[src/rtl/bfloat_16_div.sv]
// rtl/bfloat_16_div.sv - sequential bfloat16 restoring divider (significand/exponent split form)
module bfloat_16_div (
    input  logic       clk,
    input  logic       rst_n,
    input  logic       in_valid,
    output logic       in_ready,
    input  logic [7:0] a_sig,
    input  logic [7:0] b_sig,
    input  logic [7:0] a_exp,
    input  logic [7:0] b_exp,
    input  logic       a_s,
    input  logic       b_s,
    output logic       out_valid,
    input  logic       out_ready,
    output logic [7:0] out_sig,
    output logic [7:0] out_exp,
    output logic       out_s,
    output logic       dz,
    output logic       ovf,
    output logic       unf
);

    typedef enum logic [1:0] {S_IDLE, S_DIV, S_NORM, S_HOLD} state_t;

    state_t     state_q, state_d;
    logic [8:0] r_q, r_d;
    logic [8:0] q_q, q_d;
    logic [3:0] count_q, count_d;
    logic [7:0] b_sig_q, b_sig_d;
    logic       a_hid_q, a_hid_d;
    logic [7:0] a_exp_q, a_exp_d;
    logic [7:0] b_exp_q, b_exp_d;
    logic       s_q, s_d;
    logic       out_valid_q, out_valid_d;
    logic [7:0] out_sig_q, out_sig_d;
    logic [7:0] out_exp_q, out_exp_d;
    logic       out_s_q, out_s_d;
    logic       dz_q, dz_d;
    logic       ovf_q, ovf_d;
    logic       unf_q, unf_d;

    logic       ge;
    logic [8:0] rem;
    logic [7:0] norm_sig;
    logic [9:0] e_w;

    // Quotient exponent; the extra -1 compensates the left shift when q[8] is clear.
    assign e_w = {2'b00, a_exp_q} - {2'b00, b_exp_q} + 10'd127 - {9'd0, ~q_q[8]};

    // Next-state, restoring-division step and result normalisation.
    always_comb begin
        state_d     = state_q;
        r_d         = r_q;
        q_d         = q_q;
        count_d     = count_q;
        b_sig_d     = b_sig_q;
        a_hid_d     = a_hid_q;
        a_exp_d     = a_exp_q;
        b_exp_d     = b_exp_q;
        s_d         = s_q;
        out_valid_d = out_valid_q;
        out_sig_d   = out_sig_q;
        out_exp_d   = out_exp_q;
        out_s_d     = out_s_q;
        dz_d        = dz_q;
        ovf_d       = ovf_q;
        unf_d       = unf_q;
        ge          = 1'b0;
        rem         = r_q;
        norm_sig    = q_q[8] ? q_q[8:1] : q_q[7:0];

        case (state_q)
            S_IDLE: begin
                if (in_valid) begin
                    b_sig_d = b_sig;
                    a_hid_d = a_sig[7];
                    a_exp_d = a_exp;
                    b_exp_d = b_exp;
                    s_d     = a_s ^ b_s;
                    r_d     = {1'b0, a_sig};
                    q_d     = 9'd0;
                    count_d = 4'd8;
                    state_d = S_DIV;
                end
            end
            S_DIV: begin
                // Quotient bits shift in MSB-first, so q[8] lands on top after 9 steps.
                ge  = (r_q >= {1'b0, b_sig_q});
                rem = ge ? (r_q - {1'b0, b_sig_q}) : r_q;
                q_d = {q_q[7:0], ge};
                r_d = rem << 1;
                if (count_q == 4'd0) begin
                    state_d = S_NORM;
                end else begin
                    count_d = count_q - 4'd1;
                end
            end
            S_NORM: begin
                out_valid_d = 1'b1;
                out_s_d     = s_q;
                dz_d        = 1'b0;
                ovf_d       = 1'b0;
                unf_d       = 1'b0;
                if (!b_sig_q[7]) begin
                    dz_d      = 1'b1;
                    out_exp_d = 8'hFF;
                    out_sig_d = 8'h80;
                end else if (!a_hid_q) begin
                    out_exp_d = 8'h00;
                    out_sig_d = 8'h00;
                end else if ($signed(e_w) >= 10'sd255) begin
                    ovf_d     = 1'b1;
                    out_exp_d = 8'hFF;
                    out_sig_d = 8'h80;
                end else if ($signed(e_w) <= 10'sd0) begin
                    unf_d     = 1'b1;
                    out_exp_d = 8'h00;
                    out_sig_d = 8'h00;
                end else begin
                    out_exp_d = e_w[7:0];
                    out_sig_d = norm_sig;
                end
                state_d = S_HOLD;
            end
            S_HOLD: begin
                if (out_ready) begin
                    out_valid_d = 1'b0;
                    state_d     = S_IDLE;
                end
            end
            default: state_d = S_IDLE;
        endcase
    end

    // State and datapath registers with asynchronous clear.
    always_ff @(posedge clk or negedge rst_n) begin
        if (!rst_n) begin
            state_q     <= S_IDLE;
            r_q         <= 9'd0;
            q_q         <= 9'd0;
            count_q     <= 4'd0;
            b_sig_q     <= 8'd0;
            a_hid_q     <= 1'b0;
            a_exp_q     <= 8'd0;
            b_exp_q     <= 8'd0;
            s_q         <= 1'b0;
            out_valid_q <= 1'b0;
            out_sig_q   <= 8'd0;
            out_exp_q   <= 8'd0;
            out_s_q     <= 1'b0;
            dz_q        <= 1'b0;
            ovf_q       <= 1'b0;
            unf_q       <= 1'b0;
        end else begin
            state_q     <= state_d;
            r_q         <= r_d;
            q_q         <= q_d;
            count_q     <= count_d;
            b_sig_q     <= b_sig_d;
            a_hid_q     <= a_hid_d;
            a_exp_q     <= a_exp_d;
            b_exp_q     <= b_exp_d;
            s_q         <= s_d;
            out_valid_q <= out_valid_d;
            out_sig_q   <= out_sig_d;
            out_exp_q   <= out_exp_d;
            out_s_q     <= out_s_d;
            dz_q        <= dz_d;
            ovf_q       <= ovf_d;
            unf_q       <= unf_d;
        end
    end

    assign in_ready  = (state_q == S_IDLE);
    assign out_valid = out_valid_q;
    assign out_sig   = out_sig_q;
    assign out_exp   = out_exp_q;
    assign out_s     = out_s_q;
    assign dz        = dz_q;
    assign ovf       = ovf_q;
    assign unf       = unf_q;

endmodule

[config.mk]
export PLATFORM = sky130hd
export DESIGN_NAME = bfloat_16_div
export DESIGN_NICKNAME = d
export VERILOG_FILES = /design/src/rtl/bfloat_16_div.sv
export SDC_FILE = /design/constraint.sdc
export NUM_CORES = 1
export LEC_CHECK = 0
export BUFFER_PORTS_ARGS = -buffer_cell sky130_fd_sc_hd__buf_2
export CAP_MARGIN = 30
export CELL_PAD_IN_SITES_DETAIL_PLACEMENT = 1
export CELL_PAD_IN_SITES_GLOBAL_PLACEMENT = 1
export CORE_MARGIN = 2
export CORE_UTILIZATION = 46
export CTS_BUF_LIST = sky130_fd_sc_hd__clkbuf_4 sky130_fd_sc_hd__clkbuf_8
export DETAILED_ROUTE_END_ITERATION = 12
export HOLD_SLACK_MARGIN = 0.12
export PLACE_DENSITY_LB_ADDON = 0.1
export SLEW_MARGIN = 0
export SYNTH_ARGS = -nofsm -noshare
export SYNTH_HDL_FRONTEND = slang
export SYNTH_SLANG_ARGS = --single-unit
[constraint.sdc]
create_clock -name clk -period 4.2 [get_ports clk]
set_input_delay 0 -clock clk [delete_from_list [all_inputs] [get_ports clk]]
set_output_delay 0 -clock clk [all_outputs]
set_load 0.02 [all_outputs]
==> impl_metrics.py, run 1 <==
metrics = {
    "detailed_routing": {
        "drc": 0,
        "first_iter_violations": 80,
        "vias": 3530,
        "ant_nets": 0,
        "drt-total-wl_um": 10600,
        "wire_per_inst_um": 16.44,
        "viasPerCell": 5.473,
        "drtPass1Iterations": 4,
    },
    "final_layout": {
        "final_common_cell": "dfrtp_1",
        "nFillCells": 1052,
        "layout_common_cells": "71 x dfrtp_1, 59 x buf_2, 52 x inv_1, 37 x dlygate4sd3_1, 31 x nor2_1",
        "area_growth_pct": 24.36,
        "design_area_um2": 5378,
        "drive_gt1_share_pct": 23.78,
        "diodes": 0,
        "fin_nets": 599,
    },
    "synth": {
        "synth_flop_cell": "dfrtp_1",
        "synth_nets": 502,
        "synth_seq_cells": 71,
        "synth_top_cell_by_area": "dfrtp_1",
        "syn_avg_cell_area_um2": 10.01,
        "ys_seq_area_share_pct": 41.09,
        "ys_types": 59,
        "syn_area_um2": 4324,
        "synth_cells": 432,
        "synth_area_leaders": "dfrtp_1 41%, ha_1 8.4%, mux2_2 6.8%",
        "async_flop_share_pct": 100.0,
        "ys.warnings.count": 0,
        "synth_edf_count": 0,
        "synth_top_area_share_pct": 41.09,
    },
    "clock_network": {
        "htreeDepth": 3,
        "clk_pin_slew_ns": 0.08,
        "cts.sinks": 71,
        "clock_latency_ns": 0.35,
        "cts_tree": "built",
        "root_buffer": "clkbuf_8",
        "cts_buffers": 9,
        "cts_setup_buffers": 0,
        "clk_path_buf_depth": 2,
    },
    "grt": {
        "grt_use_total_pct": 22.48,
        "grt_pass1_vias": 3708,
        "grt_max_degree": 72,
        "antenna_found_initial": 0,
        "grt_pass1_wl_um": 18170,
        "grt.overflow.total": 0,
    },
    "placed_design": {
        "place.gp.congestion": 0.8358,
        "io_buffer_count": 59,
        "hpwl_um": 7426,
        "dpl_worst_slack_ns": 0.2885,
        "place_area_um2": 4740,
    },
    "worst_setup_path": {
        "r2r_start": "b_exp_q[1]",
        "worstPathArrival_ns": 4.13,
        "crit_end": "out_sig[5]",
        "startpoint_type": "register",
        "critPathKind": "register to register",
        "worst-r2r-cell-count": 15,
        "end_kind": "register",
        "cp.required_ns": 4.47,
        "cp_max_fo": 7,
        "crit_start": "b_exp_q[1]",
        "reg2reg_slack_ns": 0.34,
        "regToRegEndpoint": "out_sig[5]",
    },
    "status": {
        "status": "finished, final reports clean",
    },
    "timing": {
        "slew_viol_final": 0,
        "finalHoldViolCount": 0,
        "fmax_mhz": 259.4,
        "skew_ns": 0.009700,
        "setup_violations": 0,
        "min_period_over_period_pct": 91.79,
        "tightestPinTransition_ns": 0.9383,
        "hold_ws_ns": 0.4012,
        "timing.final.crit_period_ns": 3.855,
        "maxSlewHeadroom_pct": 37.45,
        "rsz0062_at_grt": "false",
        "fin_tns_setup_ns": 0,
        "setup_ws_ns": 0.3448,
    },
    "floorplanning": {
        "dieArea_um2": 10190,
        "num_rows": 35,
        "core_region_area_um2": 9196,
        "io_pins": 60,
        "die_height_um": 101.0,
        "start_util_pct": 47.02,
        "die_w_um": 101.0,
    },
    "worst_hold_path": {
        "holdCritPathClass": "input port to asynchronous set/reset pin",
    },
    "run": {
        "max_cap_viol_count": 0,
    },
}
-- logic make-up after synthesis --
group / share of synthesized area, %
mux: 8.623
buf+inv: 5.816
fa+ha+maj: 9.780
compound gates: 20.43
simple gates: 11.66
xor+xnor: 2.604
flops: 41.09
-- cell usage after synthesis, types with 6 or more instances --
| cell type | number |
|---|---|
| nand2b_1 | 7 |
| a211oi_1 | 6 |
| nor3_1 | 9 |
| dfrtp_1 | 71 |
| mux2i_1 | 8 |
| nor2_1 | 31 |
| mux2_2 | 26 |
| xnor2_1 | 8 |
| ha_1 | 29 |
| o21ai_0 | 20 |
| o22ai_2 | 7 |
| inv_1 | 52 |
| clkbuf_1 | 14 |
| a21o_1 | 7 |
| a22o_1 | 11 |
| a21oi_1 | 16 |
| o22ai_1 | 7 |
| nand2_1 | 19 |
| nand3_1 | 13 |
-- flip-flops by register name, indices dropped and copies added, names as in the netlist --
register,flops
out_s,1
b_sig_q,8
state_q,2
out_valid,1
out_exp,8
q_q,9
s_q,1
out_sig,8
unf,1
a_hid_q,1
r_q,9
a_exp_q,8
b_exp_q,8
count_q,4
dz,1
ovf,1
-- metal layers --
metal / GRT usage, % / vias to the layer above / routed length, um
li1: - / 1739 / -
met1: 31.56 / 1717 / 5242
met2: 36.10 / 60 / 4920
met3: 3.814 / 14 / 313
met4: 6.133 / 0 / 126
met5: 0 / - / 0
-- final cells by class --
class                      count  area, um^2  area share [%]
clock buffer                   9       123.9           2.303
timing repair buffer         101       703.2           13.08
inverter                      52       195.2           3.630
multi-input combinational    294        2296           42.69
sequential                    71        1777           33.04
clock inverter                 7       143.9           2.676
tap                          111       138.9           2.583
-- how the worst min path moves through the flow --
stage	cells past startpoint	startpoint	slack, ns	endpoint
global route	3	b_sig[0]	0.42	b_sig_q[0]
CTS	3	b_sig[1]	0.40	b_sig_q[1]
detailed placement	2	b_sig[1]	0.24	b_sig_q[1]
floorplan	0	rst_n	-0.30	a_exp_q[0]
global placement	2	b_sig[5]	0.23	b_sig_q[5]
finish	3	rst_n	0.40	out_exp[6]
-- worst max-delay path, stage by stage (launching register included) --
cell and delay [ns]:
dfrtp_1 0.39, inv_1 0.06, ha_1 0.26, nor2b_1 0.14
o21ai_1 0.17, a21boi_0 0.16, o21ai_0 0.24, nand2b_1 0.13
xnor2_1 0.16, ha_1 0.38, and3_1 0.19, a221oi_1 0.32
xnor2_1 0.17, and4b_1 0.26, a2111o_4 0.58, o22ai_2 0.15
-- what timing repair did --
action	in CTS	in global routing
resized for setup	0	1
hold endpoints to repair	107	0
endpoints found under the setup margin	0	7
hold buffers	37	0
-- through the flow --
step | utilization, % | std cells
2_1_floorplan | - | 432
3_3_place_gp | 51.54 | 592
3_5_place_dp | 51.54 | 592
4_1_cts | 58.48 | 645
5_1_grt | 58.48 | 645
6_report | 58.48 | 645
Power of run 1 is left out: the tool's default activity adds up to more than one toggle a clock period on the data nets, which glitch-free logic cannot reach.
==> run 2: changes to the inputs <==
--- a/config.mk
+++ b/config.mk
@@ -6,10 +6,9 @@
 export NUM_CORES = 1
 export LEC_CHECK = 0
 export BUFFER_PORTS_ARGS = -buffer_cell sky130_fd_sc_hd__buf_2
-export CAP_MARGIN = 30
+export CAP_MARGIN = 10
 export CELL_PAD_IN_SITES_DETAIL_PLACEMENT = 1
 export CELL_PAD_IN_SITES_GLOBAL_PLACEMENT = 1
-export CORE_MARGIN = 2
 export CORE_UTILIZATION = 46
 export CTS_BUF_LIST = sky130_fd_sc_hd__clkbuf_4 sky130_fd_sc_hd__clkbuf_8
 export DETAILED_ROUTE_END_ITERATION = 12
@@ -19,3 +18,4 @@
 export SYNTH_ARGS = -nofsm -noshare
 export SYNTH_HDL_FRONTEND = slang
 export SYNTH_SLANG_ARGS = --single-unit
+export TNS_END_PERCENT = 5
==> impl_metrics.py, run 2 (synthesis gave the netlist of run 1 again) <==
metrics = {
    "final_layout": {
        "top_regs": "q_q: 9 flops, r_q: 9 flops",
        "fin_nets": 600,
        "layout_common_cells": "71 x dfrtp_1, 59 x buf_2, 52 x inv_1, 37 x dlygate4sd3_1, 31 x nor2_1",
        "drive_gt1_share_pct": 23.93,
        "final_common_cell": "dfrtp_1",
        "diodes": 0,
        "nFillCells": 1026,
        "area_growth_pct": 23.47,
        "final_util_pct": 58.33,
    },
    "clock_network": {
        "clock_latency_ns": 0.35,
        "cts_setup_buffers": 0,
        "cts-resized-gates": 0,
        "clk_path_buf_depth": 2,
        "cts_tree": "built",
        "root_buffer": "clkbuf_8",
        "ctsHoldBuffers": 37,
        "clk_pin_slew_ns": 0.08,
        "htreeDepth": 3,
        "cts_buffers": 9,
        "cts.sinks": 71,
    },
    "timing": {
        "maxSlewHeadroom_pct": 34.75,
        "setup_violations": 0,
        "timing.final.crit_period_ns": 3.883,
        "slew_viol_final": 0,
        "fin_tns_setup_ns": 0,
        "tightestPinTransition_ns": 0.9787,
        "rsz0062_at_grt": "false",
        "min_period_over_period_pct": 92.45,
        "fmax_mhz": 257.6,
        "skew_ns": 0.01085,
        "finalHoldViolCount": 0,
    },
    "worst_setup_path": {
        "cp_max_fo": 9,
        "critPathKind": "register to register",
        "worstPathArrival_ns": 4.14,
        "crit_start": "a_exp_q[0]",
        "r2r_start": "a_exp_q[0]",
        "end_kind": "register",
        "cp.required_ns": 4.46,
        "startpoint_type": "register",
    },
    "placed_design": {
        "io_buffer_count": 59,
        "hpwl_um": 7574,
        "place.gp.congestion": 0.7991,
    },
    "detailed_routing": {
        "vias": 3556,
        "drc": 0,
        "top_layer": "met4",
        "drt-total-wl_um": 10670,
        "viasPerCell": 5.505,
        "met1Wirelength_um": 5034,
        "wire_per_inst_um": 16.52,
        "ant_nets": 0,
        "first_iter_violations": 66,
        "wl_met2_um": 5219,
        "wl_met3_um": 277,
        "drtPass1Iterations": 4,
    },
    "floorplanning": {
        "start_util_pct": 47.25,
        "dieArea_um2": 9792,
        "die_w_um": 98.96,
        "num_rows": 35,
        "io_pins": 60,
        "core_region_area_um2": 9153,
        "die_height_um": 98.96,
    },
    "grt": {
        "grt_pass1_vias": 3833,
        "grt_pass1_wl_um": 18520,
        "grt.overflow.total": 0,
        "antenna_found_initial": 0,
        "grt_use_total_pct": 24.05,
        "grt_max_degree": 47,
    },
    "run": {
        "max_cap_viol_count": 0,
    },
    "status": {
        "status": "finished, final reports clean",
    },
    "worst_hold_path": {
        "holdCritPathClass": "input port to asynchronous set/reset pin",
    },
}
-- run 2: critical path, cell delays in order (launching register included) --
cell	delay [ns]
dfrtp_1	0.39
inv_1	0.06
ha_1	0.19
fa_1	0.21
and2b_2	0.23
o31a_4	0.30
o21ai_0	0.15
nand2b_1	0.08
xnor2_1	0.18
inv_1	0.07
ha_1	0.23
or3_2	0.51
o22ai_1	0.28
xnor2_2	0.19
a2111o_4	0.57
o22ai_2	0.15
-- run 2: layer usage --
metal  vias to the layer above  global-route usage, %
li1                       1739                      -
met1                      1725                  31.51
met2                        79                  41.96
met3                        13                  2.908
met4                         0                  6.659
met5                         -                      0
-- run 2: area by class of cell --
| cell class | instances | area (um^2) | area share [%] |
|---|---|---|---|
| clock buffers | 9 | 123.9 | 2.320 |
| clock inverters | 7 | 97.59 | 1.828 |
| inverters | 52 | 195.2 | 3.656 |
| multi-input cells | 294 | 2296 | 43.00 |
| flip-flops and latches | 71 | 1777 | 33.28 |
| well taps | 111 | 138.9 | 2.601 |
| repair buffers | 102 | 710.7 | 13.31 |
-- run 2: worst paths after layout --
path,endpoint,slack [ns],cells after the start
hold / removal,out_exp[1],0.20,2
setup / recovery,out_sig[5],0.32,15
hold reg to reg,s_q,0.49,2
max in group asynchronous,count_q[2],2.98,3
setup reg to reg,out_sig[5],0.32,15
min in group clk,b_sig_q[1],0.41,3
-- run 2: stage by stage --
step	cells	instance area [um^2]	hold WS (ns)	worst slack, ns
6_report	646	5339	0.2042	0.3173
2_1_floorplan	432	4324	-0.2956	0.6524
3_3_place_gp	593	4747	0.04612	0.4753
5_1_grt	646	5339	0.2685	0.007355
4_1_cts	646	5339	0.2242	0.2749
3_5_place_dp	593	4747	0.05391	0.3122
Power of run 2 is left out for the same reason.
